===== config.mk =====
export PLATFORM = sky130hd
export DESIGN_NAME = regbank8_flat
export DESIGN_NICKNAME = d
export VERILOG_FILES = /design/src/rtl/regbank8_if.sv /design/src/rtl/regbank8.sv /design/src/flat_wrapper.sv
export SDC_FILE = /design/constraint.sdc
export NUM_CORES = 1
export LEC_CHECK = 0
export CELL_PAD_IN_SITES_DETAIL_PLACEMENT = 1
export CELL_PAD_IN_SITES_GLOBAL_PLACEMENT = 1
export CORE_UTILIZATION = 47
export CTS_CLUSTER_DIAMETER = 50
export CTS_CLUSTER_SIZE = 8
export DETAILED_ROUTE_END_ITERATION = 7
export HOLD_SLACK_MARGIN = 0.05
export PLACE_DENSITY = 0.78
export SYNTH_ARGS = -nofsm -noshare
export SYNTH_HDL_FRONTEND = slang
export SYNTH_SLANG_ARGS = --single-unit
export TNS_END_PERCENT = 1

===== constraint.sdc =====
create_clock -name clk -period 2.1 [get_ports clk]
set_input_delay 0.315 -clock clk [delete_from_list [all_inputs] [get_ports clk]]
set_output_delay 0.315 -clock clk [all_outputs]
set_load 0.02 [all_outputs]

===== src/rtl/regbank8_if.sv =====
// Bus bundle for the eight-entry register bank: decoder write enables,
// registered read port, clear sweep handshake and sticky error flag.
interface regbank8_if #(
    parameter int WIDTH = 8
);
    logic [7:0]       we;
    logic [WIDTH-1:0] wdata;
    logic [2:0]       raddr;
    logic [WIDTH-1:0] rdata;
    logic             clr_req;
    logic             busy;
    logic             err_clr;
    logic             err;

    modport master (
        output we, wdata, raddr, clr_req, err_clr,
        input  rdata, busy, err
    );

    modport slave (
        input  we, wdata, raddr, clr_req, err_clr,
        output rdata, busy, err
    );
endinterface


===== src/rtl/regbank8.sv =====
// Eight-entry register bank fed by one-hot decoder enables, with a registered
// read port, an eight-cycle clear sweep and a sticky multi-hot error flag.
module regbank8 #(
    parameter int WIDTH = 8
) (
    input logic        clk,
    input logic        rst,
    regbank8_if.slave  bus
);
    typedef enum logic [0:0] {
        ST_IDLE  = 1'b0,
        ST_CLEAR = 1'b1
    } state_t;

    state_t           state_reg, state_next;
    logic [2:0]       ptr_reg, ptr_next;
    logic [WIDTH-1:0] entry_reg [8];
    logic [WIDTH-1:0] rdata_reg;
    logic             err_reg;

    logic       multi_hot;
    logic [7:0] wr_en;
    logic [7:0] clr_en;

    // Clearing the lowest set bit leaves something behind only if two or more were set.
    assign multi_hot = |(bus.we & (bus.we - 8'd1));

    genvar gi;
    generate
        for (gi = 0; gi < 8; gi++) begin : g_entry_ctl
            assign wr_en[gi]  = (state_reg == ST_IDLE) && !multi_hot && bus.we[gi];
            assign clr_en[gi] = (state_reg == ST_CLEAR) && (ptr_reg == 3'(gi));
        end
    endgenerate

    always_comb begin
        state_next = state_reg;
        ptr_next   = ptr_reg;
        case (state_reg)
            ST_IDLE: begin
                if (bus.clr_req) begin
                    state_next = ST_CLEAR;
                    ptr_next   = 3'd0;
                end
            end
            ST_CLEAR: begin
                ptr_next = ptr_reg + 3'd1;
                if (ptr_reg == 3'd7) begin
                    state_next = ST_IDLE;
                end
            end
            default: begin
                state_next = ST_IDLE;
                ptr_next   = 3'd0;
            end
        endcase
    end

    always_ff @(posedge clk) begin
        if (rst) begin
            state_reg <= ST_IDLE;
            ptr_reg   <= 3'd0;
        end else begin
            state_reg <= state_next;
            ptr_reg   <= ptr_next;
        end
    end

    // Clear and write never coincide: clr_en needs CLEAR, wr_en needs IDLE.
    always_ff @(posedge clk) begin
        for (int i = 0; i < 8; i++) begin
            if (rst || clr_en[i]) begin
                entry_reg[i] <= '0;
            end else if (wr_en[i]) begin
                entry_reg[i] <= bus.wdata;
            end
        end
    end

    always_ff @(posedge clk) begin
        if (rst) begin
            rdata_reg <= '0;
        end else begin
            rdata_reg <= entry_reg[bus.raddr];
        end
    end

    always_ff @(posedge clk) begin
        if (rst) begin
            err_reg <= 1'b0;
        end else if (multi_hot) begin
            err_reg <= 1'b1;
        end else if (bus.err_clr) begin
            err_reg <= 1'b0;
        end
    end

    assign bus.rdata = rdata_reg;
    assign bus.err   = err_reg;
    assign bus.busy  = (state_reg == ST_CLEAR);
endmodule


===== src/flat_wrapper.sv =====
// flat-port wrapper written by rule: the top's interface ports become plain ports
module regbank8_flat 
#(
    parameter int WIDTH = 8
)
  (clk, rst, bus_we, bus_wdata, bus_raddr, bus_clr_req, bus_err_clr, bus_rdata, bus_busy, bus_err);
  regbank8_if #(.WIDTH(WIDTH)) bus_i ();
  input logic clk;
  input logic rst;
  input wire logic [$bits(bus_i.we)-1:0] bus_we;
  input wire logic [$bits(bus_i.wdata)-1:0] bus_wdata;
  input wire logic [$bits(bus_i.raddr)-1:0] bus_raddr;
  input wire logic [$bits(bus_i.clr_req)-1:0] bus_clr_req;
  input wire logic [$bits(bus_i.err_clr)-1:0] bus_err_clr;
  output wire logic [$bits(bus_i.rdata)-1:0] bus_rdata;
  output wire logic [$bits(bus_i.busy)-1:0] bus_busy;
  output wire logic [$bits(bus_i.err)-1:0] bus_err;
  assign bus_i.we = bus_we;
  assign bus_i.wdata = bus_wdata;
  assign bus_i.raddr = bus_raddr;
  assign bus_i.clr_req = bus_clr_req;
  assign bus_i.err_clr = bus_err_clr;
  assign bus_rdata = bus_i.rdata;
  assign bus_busy = bus_i.busy;
  assign bus_err = bus_i.err;
  regbank8 #(.WIDTH(WIDTH)) u_core (.clk(clk), .rst(rst), .bus(bus_i));
endmodule

==> flow_metrics.env <==
export IMPL_status="finished, final reports clean"
export IMPL_final_setup_skew_ns=0.00944
export IMPL_grt_overflow=0
export IMPL_num_rows=31
export IMPL_hold_buffers=0
export IMPL_insertion_delay_ns=0.34
export IMPL_grt_pass1_vias=2416
export IMPL_end_kind="primary output"
export IMPL_yosysSeqAreaShare_pct=60.3
export IMPL_hold_worst_slack_ns=0.538
export IMPL_p_per_area_nw_per_um2=700
export IMPL_reg2regPathDepth=3
export IMPL_path_clk_slew_ns=0.08
export IMPL_dieArea_um2=8050
export IMPL_viasPerCell=5.37
export IMPL_final_setup_viol_count=0
export IMPL_ioPinCount=33
export IMPL_slowest_delay_ns=0.69
export IMPL_cts_buffer_depth=2
export IMPL_arrival_ns=1.61
export IMPL_post_cts_resize_count=0
export IMPL_diodes=0
export IMPL_synth_area_um2=3620
export IMPL_port_buffer_count=32
export IMPL_min_path_type="reg -> reg"
export IMPL_post_route_period_util_pct=91.6
export IMPL_dpl_cell_count=411
export IMPL_worst_path_max_delay_cell="clkdlybuf4s50_1"
export IMPL_r2r_start="u_core.bus.busy"
export IMPL_cts_root_buf="clkbuf_8"
export IMPL_cp_num_cells=1
export IMPL_syn_nets=295
export IMPL_gp_congestion=0.759
export IMPL_path_max_fanout=12
export IMPL_r2r_slack_ns=0.42
export IMPL_start_util_pct=49.4
export IMPL_fin_total_pwr_uw=3180
export IMPL_synth_warnings=0
export IMPL_cp_endpoint="bus_busy"
export IMPL_crit_chain="clkdlybuf4s50_1"
export IMPL_grt_usage_pct=23.7
export IMPL_die_width_um=89.7
export IMPL_crit_start="u_core.bus.busy"
export IMPL_grt_pass1_wl_um=13900
export IMPL_cts_max_level=3
export IMPL_clock_sinks=77
export IMPL_synth_area_per_cell_um2=13.6
export IMPL_final_cell_mix="nor2_1 (78), edfxtp_1 (64), clkdlybuf4s50_1 (32)"
export IMPL_hpwl_um=6680
export IMPL_hold_viol=0
export IMPL_die_height_um=89.7
export IMPL_cap_viol_max_count=0
export IMPL_worst_r2r_endpoint="u_core.entry_reg[2][5]"
export IMPL_grt_max_degree=30
export IMPL_fin_cells=427
export IMPL_critPathKind="reg -> out"
export IMPL_worst_pin_slew_ns=0.414
export IMPL_crit_family="buffers and inverters"
export IMPL_routedWlPerCell_um=20.4
export IMPL_layout_commonest_cell="nor2_1"
export IMPL_postCtsSetupBuffers=0
export IMPL_syn_to_final_growth_pct=25.7
export IMPL_cts_buffers=9
export IMPL_via_count=2291
export IMPL_core_region_area_um2=7330
export IMPL_grt_antenna_before_repair=0
export IMPL_drv_slew=0
export IMPL_timing_fmax_ghz=0.520
export IMPL_drc=0
export IMPL_drt_initial_drc_count=131
export IMPL_p_leak_uw=0.00169
export IMPL_routed_wl_um=8730
export IMPL_min_period_ns=1.92
export IMPL_slew_headroom_pct=72.4
export IMPL_drt_pass1_iter_count=4
export IMPL_crit_buf_inv=1
export IMPL_rsz0062_at_grt="false"
export IMPL_synth_cell_types=29
export IMPL_cp_required_ns=1.78
export IMPL_cts_tree="done"
export IMPL_antenna_left=0
export IMPL_layout_drive_gt1_share_pct=22.6
export IMPL_worstSetupStartpointType="flop"
export IMPL_ys_ff_latch=77
export IMPL_ir_worst_vdd_mv=0.296
export IMPL_final_nets=352
export IMPL_netlist_instances=266
export IMPL_largest_reg_flops=64
[stage by stage]
step	setup slack (ns)	area (um2)	TNS, ns	util, %
2_1_floorplan	0.462	3620	0	-
3_3_place_gp	-0.0287	4380	-0.480	59.7
3_5_place_dp	-0.145	4380	-5.53	59.7
4_1_cts	0.161	4550	0	62.0
5_1_grt	0.115	4550	0	62.0
6_report	0.177	4550	0	62.0
[report_power, final]
| group | switching [uW] | internal, uW |
|---|---|---|
| Sequential | 31.3 | 1720 |
| Clock | 511 | 493 |
| Combinational | 214 | 216 |
[synth_stat cells, drive strengths merged]
master	instances	area share, %
nand4	8	4.7
edfxtp	64	53
dfxtp	13	7.2
a22o	3	0.76
nor3	2	0.28
o22ai	1	0.17
buf	15	3.0
a41oi	1	0.24
nor4	1	0.35
nor2	79	8.6
a21oi	7	0.97
nor2b	9	1.6
mux4	16	10
or2	1	0.17
o31a	1	0.24
mux2i	9	2.5
clkbuf	5	0.55
ha	6	2.1
a31oi	3	0.52
nand2	8	0.83
nand2b	10	1.7
inv	4	0.41
[how the worst min path moves through the flow]
stage                              start               to  slack (ns)  depth (start not counted)
final                     u_core.bus.err   u_core.bus.err        0.54                          2
after global routing      u_core.bus.err   u_core.bus.err        0.58                          2
after CTS                 u_core.bus.err   u_core.bus.err        0.55                          2
after detailed placement  u_core.bus.err   u_core.bus.err        0.53                          2
after global placement    u_core.bus.err   u_core.bus.err        0.56                          2
after floorplan              bus_clr_req  u_core.bus.busy        0.46                          2
[routing by layer]
layer	wire [um]	GRT usage (%)
met1	3530	29.9
met2	4620	41.0
met5	0	0
met4	166	9.70
met3	418	3.55
[cell families (layout without fill, tap and decap cells)]
family | count (synthesis) | after routing | share of synthesized area, %
flops | 77 | 77 | 60.3
simple gates | 118 | 118 | 18.3
mux | 25 | 25 | 12.4
compound gates | 16 | 16 | 2.90
fa+ha+maj | 6 | 6 | 2.07
buf+inv | 24 | 86 | 4.01
[final cells by class]
type	count	area, um2
clock buffer	14	163
clock inverter	2	10.0
multi-input combinational	165	1290
sequential	77	2180
inverter	4	15.0
fill	718	2780
timing repair buffer	66	763
tap	99	124
No activity file was read; power rests on OpenSTA's default activity.
==> RTL change 1, RTL diff (same settings) <==
Make the reset (`rst`) asynchronous in 3 clocked blocks.
--- a/src/rtl/regbank8.sv
+++ b/src/rtl/regbank8.sv
@@ -56,7 +56,7 @@
         endcase
     end
 
-    always_ff @(posedge clk) begin
+    always_ff @(posedge clk or posedge rst) begin
         if (rst) begin
             state_reg <= ST_IDLE;
             ptr_reg   <= 3'd0;
@@ -77,7 +77,7 @@
         end
     end
 
-    always_ff @(posedge clk) begin
+    always_ff @(posedge clk or posedge rst) begin
         if (rst) begin
             rdata_reg <= '0;
         end else begin
@@ -85,7 +85,7 @@
         end
     end
 
-    always_ff @(posedge clk) begin
+    always_ff @(posedge clk or posedge rst) begin
         if (rst) begin
             err_reg <= 1'b0;
         end else if (multi_hot) begin
Formal check against the unedited RTL: differs if rst is asserted again (counterexample within 4 cycles, from zero or initial values and one cycle with rst high); with rst held inactive, the same outputs for 10 cycles.
==> RTL change 1 against the original RTL <==
  * Synthesized area decreased by 5.0%
  * Synthesized cell count shrank 12%
  * Fmax decreased by 4.0%
  * Sequential cell count stayed put
  * Final area decreased by 4.6%
  * Routed wire length is 3.1% lower
  * Via count down 4.2%
  * Utilization is 0.41 points higher
  * Worst hold slack worse by 100 ps
  * Setup slack lost 80 ps
Power is not compared: it rests on default switching activity, and its combinational part moved more than twofold at a synthesized area within 25%.
==> RTL change 1: results <==
metrics = {
    "cells_and_area": {
        "n_antenna_cell": 0,
        "fillers": 660,
        "final_nets": 322,
        "layout.cells.non_filler": 394,
        "drive_gt1_frac": 0.245,
        "largest_reg_flops": 64,
    },
    "power": {
        "leakage_nw": 1.67,
        "vdd_drop_max_v": 0.000501,
    },
    "sta": {
        "clock_skew_ps": 12.7,
        "slew_headroom": 0.688,
    },
    "logic_synthesis": {
        "synth-edff-count": 64,
        "synth_common_cells": "nor2_1, edfxtp_1, mux4_2",
        "yosysWarnings": 0,
        "syn_avg_cell_area_um2": 14.6,
        "synthDistinctLibCells": 24,
        "syn_nets": 264,
        "async_flop_share": 0.169,
        "ys_top_cells_by_area": "edfxtp_1, mux4_2, dfrtp_1, nor2_1, nand4b_2",
        "synth-seq-area-share": 0.654,
    },
    "critical_path": {
        "cpPeakStageDelay_ps": 700,
        "critPathArrivalTime_ps": 1690,
        "regToRegSetupSlack_ps": 480,
        "cp_max_fo": 16,
        "cp_slowest_cell": "clkdlybuf4s50_1",
        "critPathTopFamily": "buffers and inverters",
    },
    "drt": {
        "drtIter0Drc": 79,
        "wire_per_inst_um": 21.5,
        "via_per_inst": 5.57,
        "first_pass_iters": 4,
        "drcViolationCount": 0,
    },
    "clock_network": {
        "cts_resized": 0,
        "htree_levels": 3,
        "cts_buffers": 9,
        "root_buffer": "clkbuf_8",
        "clk_latency_ps": 350,
        "clk_pin_slew_ps": 90,
        "cts_setup_buffers": 0,
        "clockBufferDepth": 2,
    },
    "flow_run": {
        "drv_cap": 0,
    },
    "placed_design": {
        "dp.cells": 378,
        "routabilityCongestion": 0.774,
        "dp_hpwl_um": 5800,
        "io_buffers": 32,
    },
    "global_route": {
        "grt_max_degree": 25,
        "grt_pass1_vias": 2377,
        "grt_use_total": 0.252,
        "grt_pass1_wl_um": 13300,
        "antenna_found_initial": 0,
    },
    "min_path": {
        "holdCritPathClass": "in2async",
    },
    "outcome": {
        "status": "complete, no violations",
    },
}
[RTL change 1: cells by family (layout without fill, tap and decap cells)]
group / after synthesis / count (layout) / synth area share
simple gates: 100 / 100 / 0.141
compound gates: 13 / 13 / 0.0251
flops: 77 / 77 / 0.654
buf+inv: 14 / 77 / 0.0244
mux: 25 / 25 / 0.134
fa+ha+maj: 6 / 6 / 0.0218
[RTL change 1: cell type report]
type | count | area [um^2] | area share
repair buffers | 57 | 658 | 0.152
multi-input cells | 144 | 1110 | 0.255
inverters | 4 | 15.0 | 0.00346
well taps | 96 | 120 | 0.0277
clock buffers | 10 | 128 | 0.0294
clock inverters | 6 | 61.3 | 0.0141
flip-flops and latches | 77 | 2250 | 0.518
[RTL change 1: power by group]
part	internal, mW	switching (mW)
clock	0.550	0.560
sequential	1.99	0.159
combinational	0.551	0.490
total	3.10	1.21
[RTL change 1: metal layers]
| metal | up-vias | part of all wire | GRT usage |
|---|---|---|---|
| li1 | 986 | - | - |
| met4 | 0 | 0.012 | 0.0760 |
| met1 | 1132 | 0.39 | 0.307 |
| met3 | 9 | 0.041 | 0.0452 |
| met5 | - | 0 | 0 |
| met2 | 68 | 0.55 | 0.459 |
[RTL change 1: final timing paths]
kind	from	endpoint	cells past startpoint
max	u_core.bus.busy	bus_busy	1
max in group asynchronous	rst	u_core.bus.rdata[4]	3
min in group clk	u_core.bus.err	u_core.bus.err	2
min	rst	u_core.bus.busy	3
max reg2reg	u_core.bus.busy	u_core.entry_reg[0][5]	4
min reg2reg	u_core.bus.err	u_core.bus.err	2
[RTL change 1: through the flow]
stage               instance area, um^2  worst slack, ps  power [mW]  hold slack [ps]
floorplan                          3440              299        2.68              251
global placement                   4150            -83.8        3.17              503
detailed placement                 4150             -173        3.24              496
CTS                                4340             63.1        4.35              438
global route                       4340             4.20        4.49              472
finish                             4340             97.0        4.31              438
==> RTL change 2, RTL diff (same settings) <==
Without the edit above. `WIDTH` is set to 8 in 3 places; all go to 6.
--- a/src/rtl/regbank8_if.sv
+++ b/src/rtl/regbank8_if.sv
@@ -1,7 +1,7 @@
 // Bus bundle for the eight-entry register bank: decoder write enables,
 // registered read port, clear sweep handshake and sticky error flag.
 interface regbank8_if #(
-    parameter int WIDTH = 8
+    parameter int WIDTH = 6
 );
     logic [7:0]       we;
     logic [WIDTH-1:0] wdata;
--- a/src/rtl/regbank8.sv
+++ b/src/rtl/regbank8.sv
@@ -1,7 +1,7 @@
 // Eight-entry register bank fed by one-hot decoder enables, with a registered
 // read port, an eight-cycle clear sweep and a sticky multi-hot error flag.
 module regbank8 #(
-    parameter int WIDTH = 8
+    parameter int WIDTH = 6
 ) (
     input logic        clk,
     input logic        rst,
--- a/src/flat_wrapper.sv
+++ b/src/flat_wrapper.sv
@@ -1,7 +1,7 @@
 // flat-port wrapper written by rule: the top's interface ports become plain ports
 module regbank8_flat 
 #(
-    parameter int WIDTH = 8
+    parameter int WIDTH = 6
 )
   (clk, rst, bus_we, bus_wdata, bus_raddr, bus_clr_req, bus_err_clr, bus_rdata, bus_busy, bus_err);
   regbank8_if #(.WIDTH(WIDTH)) bus_i ();
Interface: changed (resized bus_rdata and bus_wdata); port bits go from 33 to 29. The function was not compared with the original's and may differ.
==> RTL change 2 against the original RTL <==
  * Routed wire length decreased by 19%
  * Die area decreased by 22%
  * Setup slack got worse by 45 ps
  * Synthesized area shrank 23%
  * Non-clock buffer count decreased by 20
  * Utilization fell by 1.2 points
  * Final area decreased by 25%
  * Sequential cell count fell by 18
  * Power fell by 18%
  * Critical path type unchanged
  * Largest power group unchanged
==> RTL change 2: results <==
metrics = {
    "drt": {
        "num_vias": 1929,
        "drtIter0Drc": 174,
        "met2_length_um": 3720,
        "wl_met1_um": 2890,
        "wl_met3_um": 334,
        "finalWirelength_um": 7080,
        "first_pass_iters": 5,
    },
    "placed_design": {
        "dp_hpwl_um": 5230,
        "io_buffers": 28,
        "dpl_cell_area_mm2": 0.00324,
        "dp.cells": 308,
        "preCtsSetupSlack_ps": -170,
        "routabilityCongestion": 0.794,
    },
    "logic_synthesis": {
        "synth_compound_area_frac": 0.0563,
        "ys.flop_type": "edfxtp_1",
        "ys_top_cells_by_area": "edfxtp_1, and3_1, mux4_2, dfxtp_1, ha_1",
        "synth-edff-count": 48,
        "synthDistinctLibCells": 28,
        "syn_avg_cell_area_um2": 13.9,
        "yosys.area_share.adder": 0.0268,
        "synth-seq-area-share": 0.593,
        "async_flop_share": 0,
        "synthMuxAreaShare": 0.118,
        "synth_common_cells": "and3_1, edfxtp_1, nor2_1",
    },
    "clock_network": {
        "cts_resized": 0,
    },
    "power": {
        "p_int_mw": 2.01,
        "vdd_drop_max_v": 0.000406,
        "power_switching_mw": 0.610,
        "leakage_nw": 1.48,
        "comb-power_mw": 0.280,
    },
    "global_route": {
        "grt_use_total": 0.251,
        "grt_pass1_wl_um": 11100,
        "use_met3": 0.0598,
        "grt.met1_usage": 0.301,
        "grt_pass1_vias": 2060,
        "gr-usage-met2": 0.424,
        "grt_max_degree": 20,
    },
    "cells_and_area": {
        "layout.cells.non_filler": 324,
        "largest_reg_flops": 48,
        "fillers": 574,
        "area_growth_pct": 22.5,
        "final_nets": 274,
        "drive_gt1_frac": 0.190,
    },
    "critical_path": {
        "critPathArrivalTime_ps": 1650,
        "critPathTopFamily": "buffers and inverters",
        "cp_max_fo": 16,
    },
    "sta": {
        "slew_headroom": 0.679,
        "clock_skew_ps": 7.97,
    },
    "outcome": {
        "status": "complete, no violations",
    },
}
## RTL change 2: changes by cell type in the layout (fill, tap and decap cells not counted), sizes merged, moves of 6 or more
cell / unedited run / this run
and2: 0 / 8
a311o: 0 / 6
nor2b: 9 / 0
edfxtp: 64 / 48
nor2: 79 / 17
nand2b: 10 / 2
nand4: 8 / 0
and3: 0 / 52
nand2: 8 / 1
buf: 34 / 18
## RTL change 2: layout make-up
type / instances / share of cell area
Tap cell: 72 / 0.0263
Sequential cell: 59 / 0.484
Clock buffer: 10 / 0.0401
Timing Repair Buffer: 46 / 0.125
Clock inverter: 6 / 0.0160
Multi-Input combinational cell: 127 / 0.304
Inverter: 4 / 0.00438
## RTL change 2: path summary, 6_finish.rpt
| check | to | slack (ps) | cells after the start |
|---|---|---|---|
| hold / removal | u_core.bus.err | 480 | 2 |
| hold reg to reg | u_core.bus.err | 480 | 2 |
| setup reg to reg | u_core.entry_reg[0][0] | 220 | 3 |
| setup / recovery | bus_busy | 130 | 1 |
